===== config.mk =====
export PLATFORM = sky130hd
export DESIGN_NAME = puf_meas_ctrl
export DESIGN_NICKNAME = d
export VERILOG_FILES = /design/src/rtl/puf_meas_ctrl.sv
export SDC_FILE = /design/constraint.sdc
export NUM_CORES = 1
export LEC_CHECK = 0
export CORE_MARGIN = 5
export CORE_UTILIZATION = 35
export CTS_CLUSTER_DIAMETER = 40
export DETAILED_ROUTE_END_ITERATION = 7
export PLACE_DENSITY = 0.56
export SYNTH_ARGS = -nofsm -noshare
export SYNTH_HDL_FRONTEND = slang
export SYNTH_SLANG_ARGS = --single-unit
export TNS_END_PERCENT = 1

===== constraint.sdc =====
create_clock -name clk -period 2.1 [get_ports clk]
set_input_delay 0.42 -clock clk [delete_from_list [all_inputs] [get_ports clk]]
set_output_delay 0.42 -clock clk [all_outputs]
set_load 0.02 [all_outputs]

===== src/rtl/puf_meas_ctrl.sv =====
// Ring-oscillator PUF measurement sequencer: settles, counts and compares RESP_BITS oscillator pairs.
// Optional tie flags are enabled by defining PUF_TIE_FLAG_EN (adds the tie_mask output).
module puf_meas_ctrl #(
    parameter int SEL_W     = 5,
    parameter int CNT_W     = 8,
    parameter int RESP_BITS = 8,
    parameter int WINDOW    = 200,
    parameter int SETTLE    = 4
) (
    input  logic                 clk,
    input  logic                 reset,
    input  logic                 start,
    input  logic [SEL_W-1:0]     challenge,
    input  logic                 ro_a,
    input  logic                 ro_b,
    output logic                 ro_en,
    output logic [SEL_W-1:0]     sel_a,
    output logic [SEL_W-1:0]     sel_b,
    output logic                 busy,
    output logic                 done,
    output logic [RESP_BITS-1:0] response
`ifdef PUF_TIE_FLAG_EN
    ,
    output logic [RESP_BITS-1:0] tie_mask
`endif
);

    // state     | meaning
    // S_IDLE    | waiting for start
    // S_SETTLE  | oscillators enabled, counters held at 0
    // S_COUNT   | counting synchronized rising edges over the window
    // S_COMPARE | write response[k], advance to the next pair or finish
    // S_DONE    | one-cycle completion pulse
    typedef enum logic [2:0] {S_IDLE, S_SETTLE, S_COUNT, S_COMPARE, S_DONE} state_t;

    localparam int K_W   = (RESP_BITS > 1) ? $clog2(RESP_BITS) : 1;
    localparam int T_MAX = (WINDOW > SETTLE) ? WINDOW : SETTLE;
    localparam int T_W   = ($clog2(T_MAX) > 0) ? $clog2(T_MAX) : 1;
    localparam logic [CNT_W-1:0] CNT_MAX = '1;

    state_t               r_state;
    state_t               w_next;
    logic [T_W-1:0]       r_tmr;
    logic [K_W-1:0]       r_k;
    logic [CNT_W-1:0]     r_cnt_a;
    logic [CNT_W-1:0]     r_cnt_b;
    logic [2:0]           r_sync_a;
    logic [2:0]           r_sync_b;
    logic [SEL_W-1:0]     r_sel_a;
    logic [SEL_W-1:0]     r_sel_b;
    logic [RESP_BITS-1:0] r_resp;
    logic                 w_tmr_tc;
    logic                 w_last_bit;
    logic                 w_accept;
    logic                 w_rise_a;
    logic                 w_rise_b;

    assign w_tmr_tc   = (r_tmr == '0);
    assign w_last_bit = (r_k == K_W'(RESP_BITS - 1));
    assign w_accept   = (r_state == S_IDLE) && start;
    // [1] is the second synchronizer stage, [2] the history flop
    assign w_rise_a   = r_sync_a[1] & ~r_sync_a[2];
    assign w_rise_b   = r_sync_b[1] & ~r_sync_b[2];

    always_ff @(posedge clk or posedge reset) begin
        if (reset) r_state <= S_IDLE;
        else       r_state <= w_next;
    end

    always_comb begin
        w_next = r_state;
        ro_en  = 1'b0;
        busy   = 1'b1;
        done   = 1'b0;
        case (r_state)
            S_IDLE: begin
                busy = 1'b0;
                if (start) w_next = S_SETTLE;
            end
            S_SETTLE: begin
                ro_en = 1'b1;
                if (w_tmr_tc) w_next = S_COUNT;
            end
            S_COUNT: begin
                ro_en = 1'b1;
                if (w_tmr_tc) w_next = S_COMPARE;
            end
            S_COMPARE: w_next = w_last_bit ? S_DONE : S_SETTLE;
            S_DONE: begin
                done   = 1'b1;
                w_next = S_IDLE;
            end
            default: w_next = S_IDLE;
        endcase
    end

    always_ff @(posedge clk or posedge reset) begin
        if (reset) begin
            r_tmr <= '0;
        end else if (w_accept || (r_state == S_COMPARE && !w_last_bit)) begin
            r_tmr <= T_W'(SETTLE - 1);
        end else if (r_state == S_SETTLE && w_tmr_tc) begin
            r_tmr <= T_W'(WINDOW - 1);
        end else if (!w_tmr_tc) begin
            r_tmr <= r_tmr - T_W'(1);
        end
    end

    always_ff @(posedge clk or posedge reset) begin
        if (reset) begin
            r_sync_a <= '0;
            r_sync_b <= '0;
        end else begin
            r_sync_a <= {r_sync_a[1:0], ro_a};
            r_sync_b <= {r_sync_b[1:0], ro_b};
        end
    end

    // Counters are zero outside COUNT, so COMPARE sees the final window totals
    always_ff @(posedge clk or posedge reset) begin
        if (reset) begin
            r_cnt_a <= '0;
            r_cnt_b <= '0;
        end else if (r_state == S_COUNT) begin
            if (w_rise_a && r_cnt_a != CNT_MAX) r_cnt_a <= r_cnt_a + CNT_W'(1);
            if (w_rise_b && r_cnt_b != CNT_MAX) r_cnt_b <= r_cnt_b + CNT_W'(1);
        end else begin
            r_cnt_a <= '0;
            r_cnt_b <= '0;
        end
    end

    always_ff @(posedge clk or posedge reset) begin
        if (reset) begin
            r_k     <= '0;
            r_sel_a <= '0;
            r_sel_b <= '0;
            r_resp  <= '0;
        end else if (w_accept) begin
            r_k     <= '0;
            r_sel_a <= challenge;
            r_sel_b <= challenge + SEL_W'(1);
            r_resp  <= '0;
        end else if (r_state == S_COMPARE) begin
            r_resp[r_k] <= (r_cnt_a > r_cnt_b);
            if (!w_last_bit) begin
                r_k     <= r_k + K_W'(1);
                r_sel_a <= r_sel_a + SEL_W'(2);
                r_sel_b <= r_sel_b + SEL_W'(2);
            end
        end
    end

`ifdef PUF_TIE_FLAG_EN
    logic [RESP_BITS-1:0] r_tie;

    always_ff @(posedge clk or posedge reset) begin
        if (reset)                      r_tie <= '0;
        else if (w_accept)              r_tie <= '0;
        else if (r_state == S_COMPARE)  r_tie[r_k] <= (r_cnt_a == r_cnt_b);
    end

    assign tie_mask = r_tie;
`endif

    assign sel_a    = r_sel_a;
    assign sel_b    = r_sel_b;
    assign response = r_resp;

endmodule


### Word level (Yosys, flattened, before mapping)

Cells that the tools add are included.
W data, S select, Z words.

| cells by class | value |
|---|---|
| $add $sub $neg | 7 |
| multiply operators | 0 |
| div/mod/pow operators | 0 |
| $lt $le $gt $ge | 3 |
| equal/unequal tests | 14 |
| shift-type cells | 0 |
| multiplexer cells | 29 |
| bitwise operators | 4 |
| reduce and logical (&&, ||, !) cells | 14 |

Operators with widths:

| cell | count |
|---|---|
| $mux W8 | 9 |
| $mux W5 | 6 |
| $mux W3 | 7 |
| $add A8 B1 Y8 const B | 2 |
| $ne A8 B8 Y1 const B | 2 |
| $pmux W3 S4 | 1 |
| $add A5 B2 Y5 const B | 2 |
| $bwmux W8 | 1 |
| $gt A8 B8 Y1 | 1 |
| $logic_not A8 Y1 | 1 |
| $sub A8 B1 Y8 const B | 1 |
| $eq A3 B2 Y1 const B | 2 |
| $eq A3 B3 Y1 const B | 2 |
| $logic_and A1 B1 Y1 | 6 |
| $ne A2 B1 Y1 const B | 3 |
| $ne A2 B2 Y1 const B | 3 |
| $add A5 B1 Y5 const B | 1 |
| $lt A3 B4 Y1 const B | 1 |
| $mux W1 | 4 |
| $add A3 B1 Y3 const B | 1 |
| $demux W1 S3 | 1 |
| $eq A3 B1 Y1 const B | 1 |
| $ge A3 B1 Y1 const B | 1 |
| $logic_not A3 Y1 | 1 |
| 9 further kinds | 11 |

| word-level totals | value |
|---|---|
| register bits | 54 |
| bits in latches | 0 |
| bits in writable memories | 0 |
| memory bits (read-only) | 0 |
| bits of input ports | 10 |
| output and inout port bits | 21 |
| memories | 0 |

### Logic depth before layout (Yosys ltp)

Gate-level depths: netlist of the first run.

| logic depth | value |
|---|---|
| word-level depth | 7 |
| depth in mapped cells | 7 |
| mapped depth without buffers | 6 |

### Worst setup path before layout of the first run

OpenSTA, ideal clock, no wires.

| path | value |
|---|---|
| kind | register to output |
| from | reg r_state[0] |
| to | out ro_en |
| arrival time | 1,252 ps |
| data required time | 1,680 ps |
| path slack | 428 ps |
| stages on the path, launching flop included | 6 |
| path buffers | 2 |
| path through | dfrtp_1 buf_6 nor2_1 nand2_1 clkbuf_1 nand2_1 |

| between the ends | value |
|---|---|
| longest elaborated chain between the ends | 3 |
| elaborated cells on any way between the ends | 4 |
| classes of those cells | eq/ne (2); mux (1); reduce/logical (1) |

RTL lines:

| item | line | source |
|---|---|---|
| start: declaration | 41 | `state_t r_state;` |
| start signal: assignment | 67 | `else r_state <= w_next;` |
| $eq A3 B1 Y1 or $eq A3 B2 Y1 (tied branches) | 75 | `case (r_state)` |
| $reduce_or A2 Y1 (no line) (*) | n/a |  |
| $mux W1 (*) | 75 |  |
| end: declaration | 16 | `output logic ro_en,` |

Every way passes the cells marked *; elsewhere a longest branch is shown, timed or not.

### Final worst setup path of the first run

Ends and elaborated chain as after synthesis.

==> run_results.csv, run 1 <==
group,metric,value,unit
setup_path,cp_slowest_stage_delay,0.43,ns
grt,grt_use_total,0.126,
clock_tree,clock_latency,0.30,ns
grt,grt_max_degree,55,
timing,whs,0.356,ns
setup_path,crit_path_end_kind,"output port",
clock_tree,clkSinkCount,54,
power_and_ir_drop,seq_power_share,0.478,
yosys,async_flop_share,1.00,
yosys,yosysTopAreaCell,"dfrtp_1",
yosys,ys_types,57,
floorplan,die_y,102,um
floorplan,die_width,102,um
clock_tree,numCtsBuffers,5,
layout,syn2layout_area_growth,19.0,%
setup_path,crit_path_max_fanout,4,
clock_tree,cts_tree,"built",
drt,dr.pass1.iters,4,
power_and_ir_drop,p_leak,1.57,nW
drt,vias_per_cell,5.19,
drt,post_drt_wl_per_cell,13.9,um
timing,fmax,0.511,GHz
timing,finalSetupViolations,0,
place,gp_congestion,0.775,
timing,rsz0062_at_grt,"no",
timing,period_minus_slack,1.96,ns
setup_path,start_kind,"register",
timing,finalSetupTns,0,ns
grt,grt_pass1_wl,10800,um
floorplan,io_pins,31,
clock_tree,h-tree-depth,2,
power_and_ir_drop,switching_share,0.336,
layout,nets,363,
yosys,synth-warning-count,0,
setup_path,cp.depth,3,
yosys,synthCells,298,
floorplan,die_area,10500,sq um
yosys,avgSynthCellArea,10.0,sq um
timing,slew_headroom,0.669,
clock_tree,path_clk_slew,0.10,ns
power_and_ir_drop,ir_worst_vdd,288,uV
grt,grt_antenna_before_repair,0,
power_and_ir_drop,cellPowerDensity,780,nW/um^2
setup_path,cp_cell_sequence,"or3b_4 -> nand2_1 -> dlygate4sd2_1",
setup_path,critPathTopFamily,"simple AND/OR/NAND/NOR gates",
setup_path,arrival,1.54,ns
drt,drt_iter0_drc,82,
drt,drt_wl_total,6160,um
power_and_ir_drop,p_int,1.84,mW
power_and_ir_drop,power_switching,0.931,mW
power_and_ir_drop,pwr-share-comb,0.281,
yosys,ys_seq_area_frac,0.453,
setup_path,critPathKind,"register to output port",
clock_tree,cts-resized-gates,3,
setup_path,rr_worst_depth,6,
worst_hold_path,hold_class,"register to register",
timing,max_slew.worst_pin.slew,0.495,ns
setup_path,worstPathRequired,1.68,ns
timing,slew_violations,0,
clock_tree,cts_buffer_depth,2,
clock_tree,cts_setup_buffers,0,
power_and_ir_drop,clockPowerShare,0.242,
grt,grt_overflow,0,
floorplan,num_rows,33,
grt,grt_pass1_vias,2332,
yosys,synth.area.top_cells,"dfrtp_1 (45%), ha_1 (7.1%), nand2_1 (5.0%)",
drt,vias,2293,
layout,layout-drive-gt1-share,0.0950,
yosys,synth_ff_type,"dfrtp_1",
place,port_buffers,30,
setup_path,path_buf_inv,1,
drt,route.detailed.drc,0,
floorplan,core_area,8260,sq um
timing,period_share,0.933,
worst_hold_path,hold_depth,0,
clock_tree,ctsHoldBuffers,0,
place,dp_hpwl,4450,um
yosys,ys_ff_latch,54,
run_status,outcome,"finished clean",
drt,antenna_left,0,
timing,finClkSkew,0.00865,ns
floorplan,initial_utilization,0.361,
layout,utilization,0.430,
yosys,syn_area,2980,sq um
layout,antenna_cells,0,
yosys,synth_edf_count,0,
run,maxCapViolations,0,
yosys,synth_top_area_share,0.453,
clock_tree,cts-root-buf,"clkbuf_8",
timing,hold_viol,0,
yosys,syn_nets,325,
setup_path,critPathSlowestCell,"or3b_4",
## layout make-up
type / instances / area, sq um
clock buffers: 8 / 110
well taps: 105 / 131
fillers: 791 / 4710
flip-flops and latches: 54 / 1350
repair buffers: 40 / 384
inverters: 19 / 71.3
multi-input cells: 216 / 1500
## synth_stat cells (all sizes together), types with 3 or more instances
master  count
o311ai      3
nor2       21
and3        5
a21oi      13
buf         7
xor2        6
dfrtp      54
nand2b      4
nand3b      3
inv        19
a31oi       7
a311oi      5
mux2i      10
nor3b       5
o31ai       3
nor4        3
nand3      12
ha         17
xnor2       6
nand2      41
or3         4
o21ai      12
## state kept, by name (all words and copies together), names as in the netlist
| signal | flops |
|---|---|
| r_sync_b | 3 |
| r_state | 3 |
| r_sync_a | 3 |
| r_k | 3 |
| r_cnt_b | 8 |
| sel_b | 5 |
| sel_a | 5 |
| response | 8 |
| r_cnt_a | 8 |
| r_tmr | 8 |
## cell usage in the layout, fill, tap and decap left out, types with 9 or more instances in the layout
master and count:
nand2_1 40, clkdlybuf4s50_1 27, ha_1 17, nor2_1 20, dfrtp_1 54, buf_4 9, o21ai_0 11, inv_1 18
nand3_1 12, a21oi_1 13
## stage by stage
stage	total power [mW]	area, sq um	setup WS (ns)	std cells
2_1_floorplan	1.91	2980	0.365	298
3_3_place_gp	2.11	3440	0.0998	434
3_5_place_dp	2.13	3440	0.0612	434
4_1_cts	2.82	3550	0.112	442
5_1_grt	2.96	3550	0.00930	442
6_report	2.77	3550	0.141	442
## power by group through the flow
stage	Combinational, mW	Clock (mW)	Sequential (mW)
after floorplan	0.600	0	1.30
after global placement	0.770	0	1.34
after detailed placement	0.786	0	1.34
after CTS	0.793	0.702	1.32
after global routing	0.881	0.737	1.34
final	0.777	0.669	1.32
## logic make-up after synthesis
logic type                 after synthesis  share of synthesized area
xor gates and xnor gates                12                     0.0352
adders and majority gates               17                     0.0713
and+or+nand+nor                        116                      0.214
muxes                                   10                     0.0361
AOI/OAI and AO/OA                       61                      0.147
buffers and inverters                   28                     0.0440
DFF                                     54                      0.453
## routing by layer
metal / part of all wire / vias up / global-route usage
li1: - / 1148 / -
met1: 0.48 / 1111 / 0.164
met2: 0.48 / 29 / 0.218
met3: 0.030 / 5 / 0.0280
met4: 0.0049 / 0 / 0.0242
met5: 0 / - / 0
## worst paths after layout
check	slack (ns)	endpoint	from
min in group asynchronous	0.46	r_cnt_b[5]	reset
worst min-delay path	0.36	r_sync_a[1]	r_sync_a[0]
worst max register to register	0.19	response[4]	r_cnt_b[7]
worst min register to register	0.36	r_sync_a[1]	r_sync_a[0]
max in group asynchronous	1.36	response[1]	reset
worst max-delay path	0.14	ro_en	r_state[0]
Power figures use the tool's default switching activity.
==> run 2: changes to the inputs <==
--- a/config.mk
+++ b/config.mk
@@ -9,6 +9,7 @@
 export CORE_UTILIZATION = 35
 export CTS_CLUSTER_DIAMETER = 40
 export DETAILED_ROUTE_END_ITERATION = 7
+export MAX_ROUTING_LAYER = met4
 export PLACE_DENSITY = 0.56
 export SYNTH_ARGS = -nofsm -noshare
 export SYNTH_HDL_FRONTEND = slang
==> run_results.csv, run 2 (synthesis gave the netlist of run 1 again) <==
group,metric,value,unit
timing,period_share,0.933,
setup_path,critPathSlowestCell,"or3b_4",
layout,layout_common_cells,"dfrtp_1 (54), nand2_1 (40), clkdlybuf4s50_1 (27), nor2_1 (20), inv_1 (18)",
drt,vias,2291,
clock_tree,clkSinkCount,54,
timing,finalSetupTns,0,ns
clock_tree,cts_tree,"built",
timing,finClkSkew,0.00864,ns
grt,gr-usage-met3,0.0266,
drt,dr.pass1.iters,4,
setup_path,cp.depth,3,
clock_tree,cts_buffer_depth,2,
clock_tree,cts_setup_buffers,0,
grt,grt_pass1_wl,10800,um
floorplan,die_area,10500,sq um
setup_path,setup.worst_path.end,"ro_en",
floorplan,die_width,102,um
grt,top_usage_layer,"met2",
power_and_ir_drop,p_leak,1.57,nW
setup_path,rr_worst_depth,6,
layout,regArea,1350,sq um
grt,gr-usage-met2,0.218,
setup_path,r2r_start,"r_cnt_b[7]",
setup_path,cp_slowest_stage_delay,0.43,ns
drt,vias_per_cell,5.18,
floorplan,core_area,8260,sq um
setup_path,worst-r2r-setup-slack,0.19,ns
power_and_ir_drop,cellPowerDensity,780,nW/um^2
timing,finalSetupViolations,0,
place,gp_congestion,0.786,
place,dp_hpwl,4450,um
place,port_buffers,30,
worst_hold_path,hold_path_startpoint,"r_sync_a[0]",
setup_path,path_buf_inv,1,
grt,grt_overflow,0,
run_status,outcome,"finished clean",
timing,worst_slack,0.142,ns
setup_path,worstPathRequired,1.68,ns
drt,post_drt_wl_per_cell,14.0,um
run,maxCapViolations,0,
setup_path,crit_path_max_fanout,4,
power_and_ir_drop,ir_worst_vdd,288,uV
setup_path,arrival,1.54,ns
layout,nets,363,
timing,slew_violations,0,
drt,drt_wl_total,6170,um
timing,rsz0062_at_grt,"no",
timing,period_minus_slack,1.96,ns
worst_hold_path,hold_class,"register to register",
timing,fmax,0.511,GHz
layout,layout-drive-gt1-share,0.0950,
grt,grt_antenna_before_repair,0,
drt,route.detailed.drc,0,
clock_tree,path_clk_slew,0.10,ns
timing,max_slew.worst_pin.slew,0.495,ns
place,dp_slack,0.0612,ns
grt,grt_use_total,0.130,
drt,drt_iter0_drc,89,
layout,fill_cells,791,
clock_tree,ctsHoldBuffers,0,
setup_path,crit_path_end_kind,"output port",
clock_tree,cts-root-buf,"clkbuf_8",
clock_tree,h-tree-depth,2,
floorplan,initial_utilization,0.361,
clock_tree,numCtsBuffers,5,
timing,hold_viol,0,
layout,layout_commonest_cell,"dfrtp_1",
floorplan,die_y,102,um
grt,met1_usage,0.165,
timing,slew_headroom,0.669,
setup_path,start_kind,"register",
floorplan,num_rows,33,
layout,syn2layout_area_growth,19.0,%
layout,multi_input_area,1500,sq um
clock_tree,cts-resized-gates,3,
setup_path,r2r-end,"response[4]",
setup_path,critPathKind,"register to output port",
clock_tree,clock_latency,0.30,ns
setup_path,cp_cell_sequence,"or3b_4 -> nand2_1 -> dlygate4sd2_1",
drt,antenna_left,0,
setup_path,startpoint,"r_state[0]",
grt,grt_pass1_vias,2329,
layout,antenna_cells,0,
grt,grt_max_degree,55,
floorplan,io_pins,31,
setup_path,critPathTopFamily,"simple AND/OR/NAND/NOR gates",
==> run 2: through the flow <==
stage / total power, mW / util / std cells / cell area [sq um] / hold WS [ns]
2_1_floorplan: 1.91 / - / 298 / 2980 / 0.331
3_3_place_gp: 2.11 / 0.417 / 434 / 3440 / 0.333
3_5_place_dp: 2.13 / 0.417 / 434 / 3440 / 0.337
4_1_cts: 2.82 / 0.430 / 442 / 3550 / 0.359
5_1_grt: 2.96 / 0.430 / 442 / 3550 / 0.374
6_report: 2.77 / 0.430 / 442 / 3550 / 0.356
==> run 2: worst min path at each step <==
stage,cells past startpoint,slack (ns),end
after floorplan,0,0.33,r_sync_a[1]
after global placement,0,0.33,r_sync_b[1]
after detailed placement,0,0.34,r_sync_a[1]
after CTS,0,0.36,r_sync_a[1]
after global routing,0,0.37,r_sync_b[1]
final,0,0.36,r_sync_a[1]
==> run 2: cell type report <==
class,count,share of cell area
Tap cell,105,0.0370
Inverter,19,0.0201
Sequential cell,54,0.381
Clock buffer,8,0.0310
Multi-Input combinational cell,216,0.423
Timing Repair Buffer,40,0.108
==> run 2: routing by layer <==
metal	vias to the layer above	share of wire
met4	0	0.0047
met1	1107	0.48
li1	1148	-
met3	5	0.028
met2	31	0.48
met5	-	0
==> run 2: worst register-to-register path, stage by stage (launching register included) <==
cell and delay, ns:
dfrtp_1 0.41, inv_1 0.09, ha_1 0.32, nand4_1 0.17, a211oi_1 0.37, o31ai_4 0.18
o41ai_1 0.27
==> run 2: power breakdown <==
| part | internal (mW) | switching, mW |
|---|---|---|
| registers | 1.16 | 0.159 |
| clock network | 0.334 | 0.335 |
| logic | 0.340 | 0.437 |
| total | 1.84 | 0.932 |
==> run 3: changes to the inputs <==
--- a/config.mk
+++ b/config.mk
@@ -5,6 +5,7 @@
 export SDC_FILE = /design/constraint.sdc
 export NUM_CORES = 1
 export LEC_CHECK = 0
+export CORE_ASPECT_RATIO = 0.75
 export CORE_MARGIN = 5
 export CORE_UTILIZATION = 35
 export CTS_CLUSTER_DIAMETER = 40
==> run_results.csv, run 3 (synthesis gave the netlist of run 1 again) <==
group,metric,value,unit
run_status,outcome,"finished clean",
run,maxCapViolations,0,
drt,post_drt_wl_per_cell,14.6,um
clock_tree,h-tree-depth,2,
layout,layout_commonest_cell,"dfrtp_1",
worst_hold_path,hold_class,"register to register",
drt,route.detailed.drc,0,
place,gp_congestion,0.775,
grt,grt_pass1_wl,11100,um
clock_tree,clock_latency,0.29,ns
setup_path,worstPathRequired,1.68,ns
drt,drt_iter0_drc,156,
setup_path,startpoint,"r_state[0]",
setup_path,critPathKind,"register to output port",
clock_tree,cts-root-buf,"clkbuf_16",
grt,grt_overflow,0,
grt,grt_use_total,0.135,
setup_path,worst-r2r-setup-slack,0.22,ns
timing,hold_viol,0,
power_and_ir_drop,finalPower,2.91,mW
timing,max_slew.worst_pin.slew,0.488,ns
floorplan,die_area,10500,sq um
clock_tree,path_clk_slew,0.07,ns
clock_tree,cts_tree,"built",
setup_path,r2r-end,"response[4]",
power_and_ir_drop,cellPowerDensity,814,nW/um^2
setup_path,setup.worst_path.end,"ro_en",
timing,rsz0062_at_grt,"no",
drt,dr.pass1.iters,4,
grt,grt_max_degree,55,
setup_path,critPathSlowestCell,"or3b_4",
place,port_buffers,30,
setup_path,arrival,1.60,ns
clock_tree,numCtsBuffers,5,
floorplan,die_width,117,um
setup_path,cp_cell_sequence,"or3b_4 -> nand2_1 -> dlygate4sd2_1",
timing,finalSetupTns,0,ns
clock_tree,cts_buffer_depth,2,
setup_path,start_kind,"register",
grt,grt_antenna_before_repair,0,
clock_tree,ctsHoldBuffers,0,
setup_path,cp_slowest_stage_delay,0.42,ns
layout,layout-drive-gt1-share,0.0893,
setup_path,rr_worst_depth,6,
setup_path,crit_path_end_kind,"output port",
setup_path,crit_path_max_fanout,6,
grt,grt_pass1_vias,2217,
clock_tree,cts_setup_buffers,0,
timing,slew_violations,0,
drt,vias,2279,
floorplan,num_rows,29,
timing,period_minus_slack,2.02,ns
power_and_ir_drop,p_leak,1.58,nW
drt,drt_wl_total,6460,um
layout,syn2layout_area_growth,19.9,%
layout,antenna_cells,0,
layout,nets,363,
power_and_ir_drop,ir_worst_vdd,407,uV
place,dp_hpwl,4600,um
worst_hold_path,hold_path_startpoint,"r_sync_a[0]",
timing,finalSetupViolations,0,
timing,period_share,0.960,
drt,vias_per_cell,5.13,
drt,antenna_left,0,
timing,finClkSkew,0.00298,ns
floorplan,io_pins,31,
floorplan,die_y,90.0,um
timing,fmax,0.496,GHz
setup_path,r2r_start,"r_cnt_b[7]",
timing,whs,0.351,ns
timing,slew_headroom,0.674,
floorplan,initial_utilization,0.356,
clock_tree,clkSinkCount,54,
floorplan,core_area,8380,sq um
layout,layout_common_cells,"dfrtp_1 (53), nand2_1 (40), clkdlybuf4s50_1 (27), nor2_1 (20), inv_1 (18)",
layout,utilization,0.427,
[run 3: stage by stage]
step / std cells / setup WS, ns / area, sq um
floorplan: 298 / 0.365 / 2980
global route: 444 / 0.00617 / 3580
CTS: 444 / 0.0382 / 3580
global placement: 437 / 0.0648 / 3450
finish: 444 / 0.0838 / 3580
detailed placement: 437 / 0.0690 / 3450
[run 3: layout make-up]
| class | count | area [sq um] |
|---|---|---|
| fill | 790 | 4800 |
| multi-input combinational | 216 | 1500 |
| timing repair buffer | 40 | 384 |
| inverter | 19 | 71.3 |
| tap | 108 | 135 |
| clock buffer | 7 | 133 |
| sequential | 54 | 1350 |
[run 3: power breakdown]
group | switching [mW] | internal [mW]
registers | 0.160 | 1.16
logic | 0.441 | 0.340
clock network | 0.368 | 0.438
[run 3: critical path: cells and delay by family, from the launching register on]
family | cells | cell delay [ns]
and+or+nand+nor | 2 | 0.54
DFF | 1 | 0.41
buffers and inverters | 1 | 0.34
[run 3: layer usage]
| metal | global-route usage | vias to the layer above | part of all wire |
|---|---|---|---|
| met2 | 0.179 | 37 | 0.41 |
| met3 | 0.0322 | 6 | 0.040 |
| met1 | 0.206 | 1085 | 0.54 |
| met5 | - | - | 0 |
| met4 | 0.0334 | 0 | 0.011 |
| li1 | - | 1151 | - |
[run 3: worst min path at each step]
stage | to | slack (ns) | cells past startpoint
finish | r_sync_a[1] | 0.35 | 0
global route | r_sync_b[1] | 0.36 | 0
CTS | r_sync_a[1] | 0.35 | 0
detailed placement | r_sync_a[1] | 0.34 | 0
global placement | r_sync_a[1] | 0.33 | 0
floorplan | r_sync_a[1] | 0.33 | 0
[run 3: timing repair]
action / 4_1_cts / 5_1_grt
endpoints found under the hold margin: 0 / 0
gates resized for setup: 3 / 1
setup endpoints to repair: 3 / 1
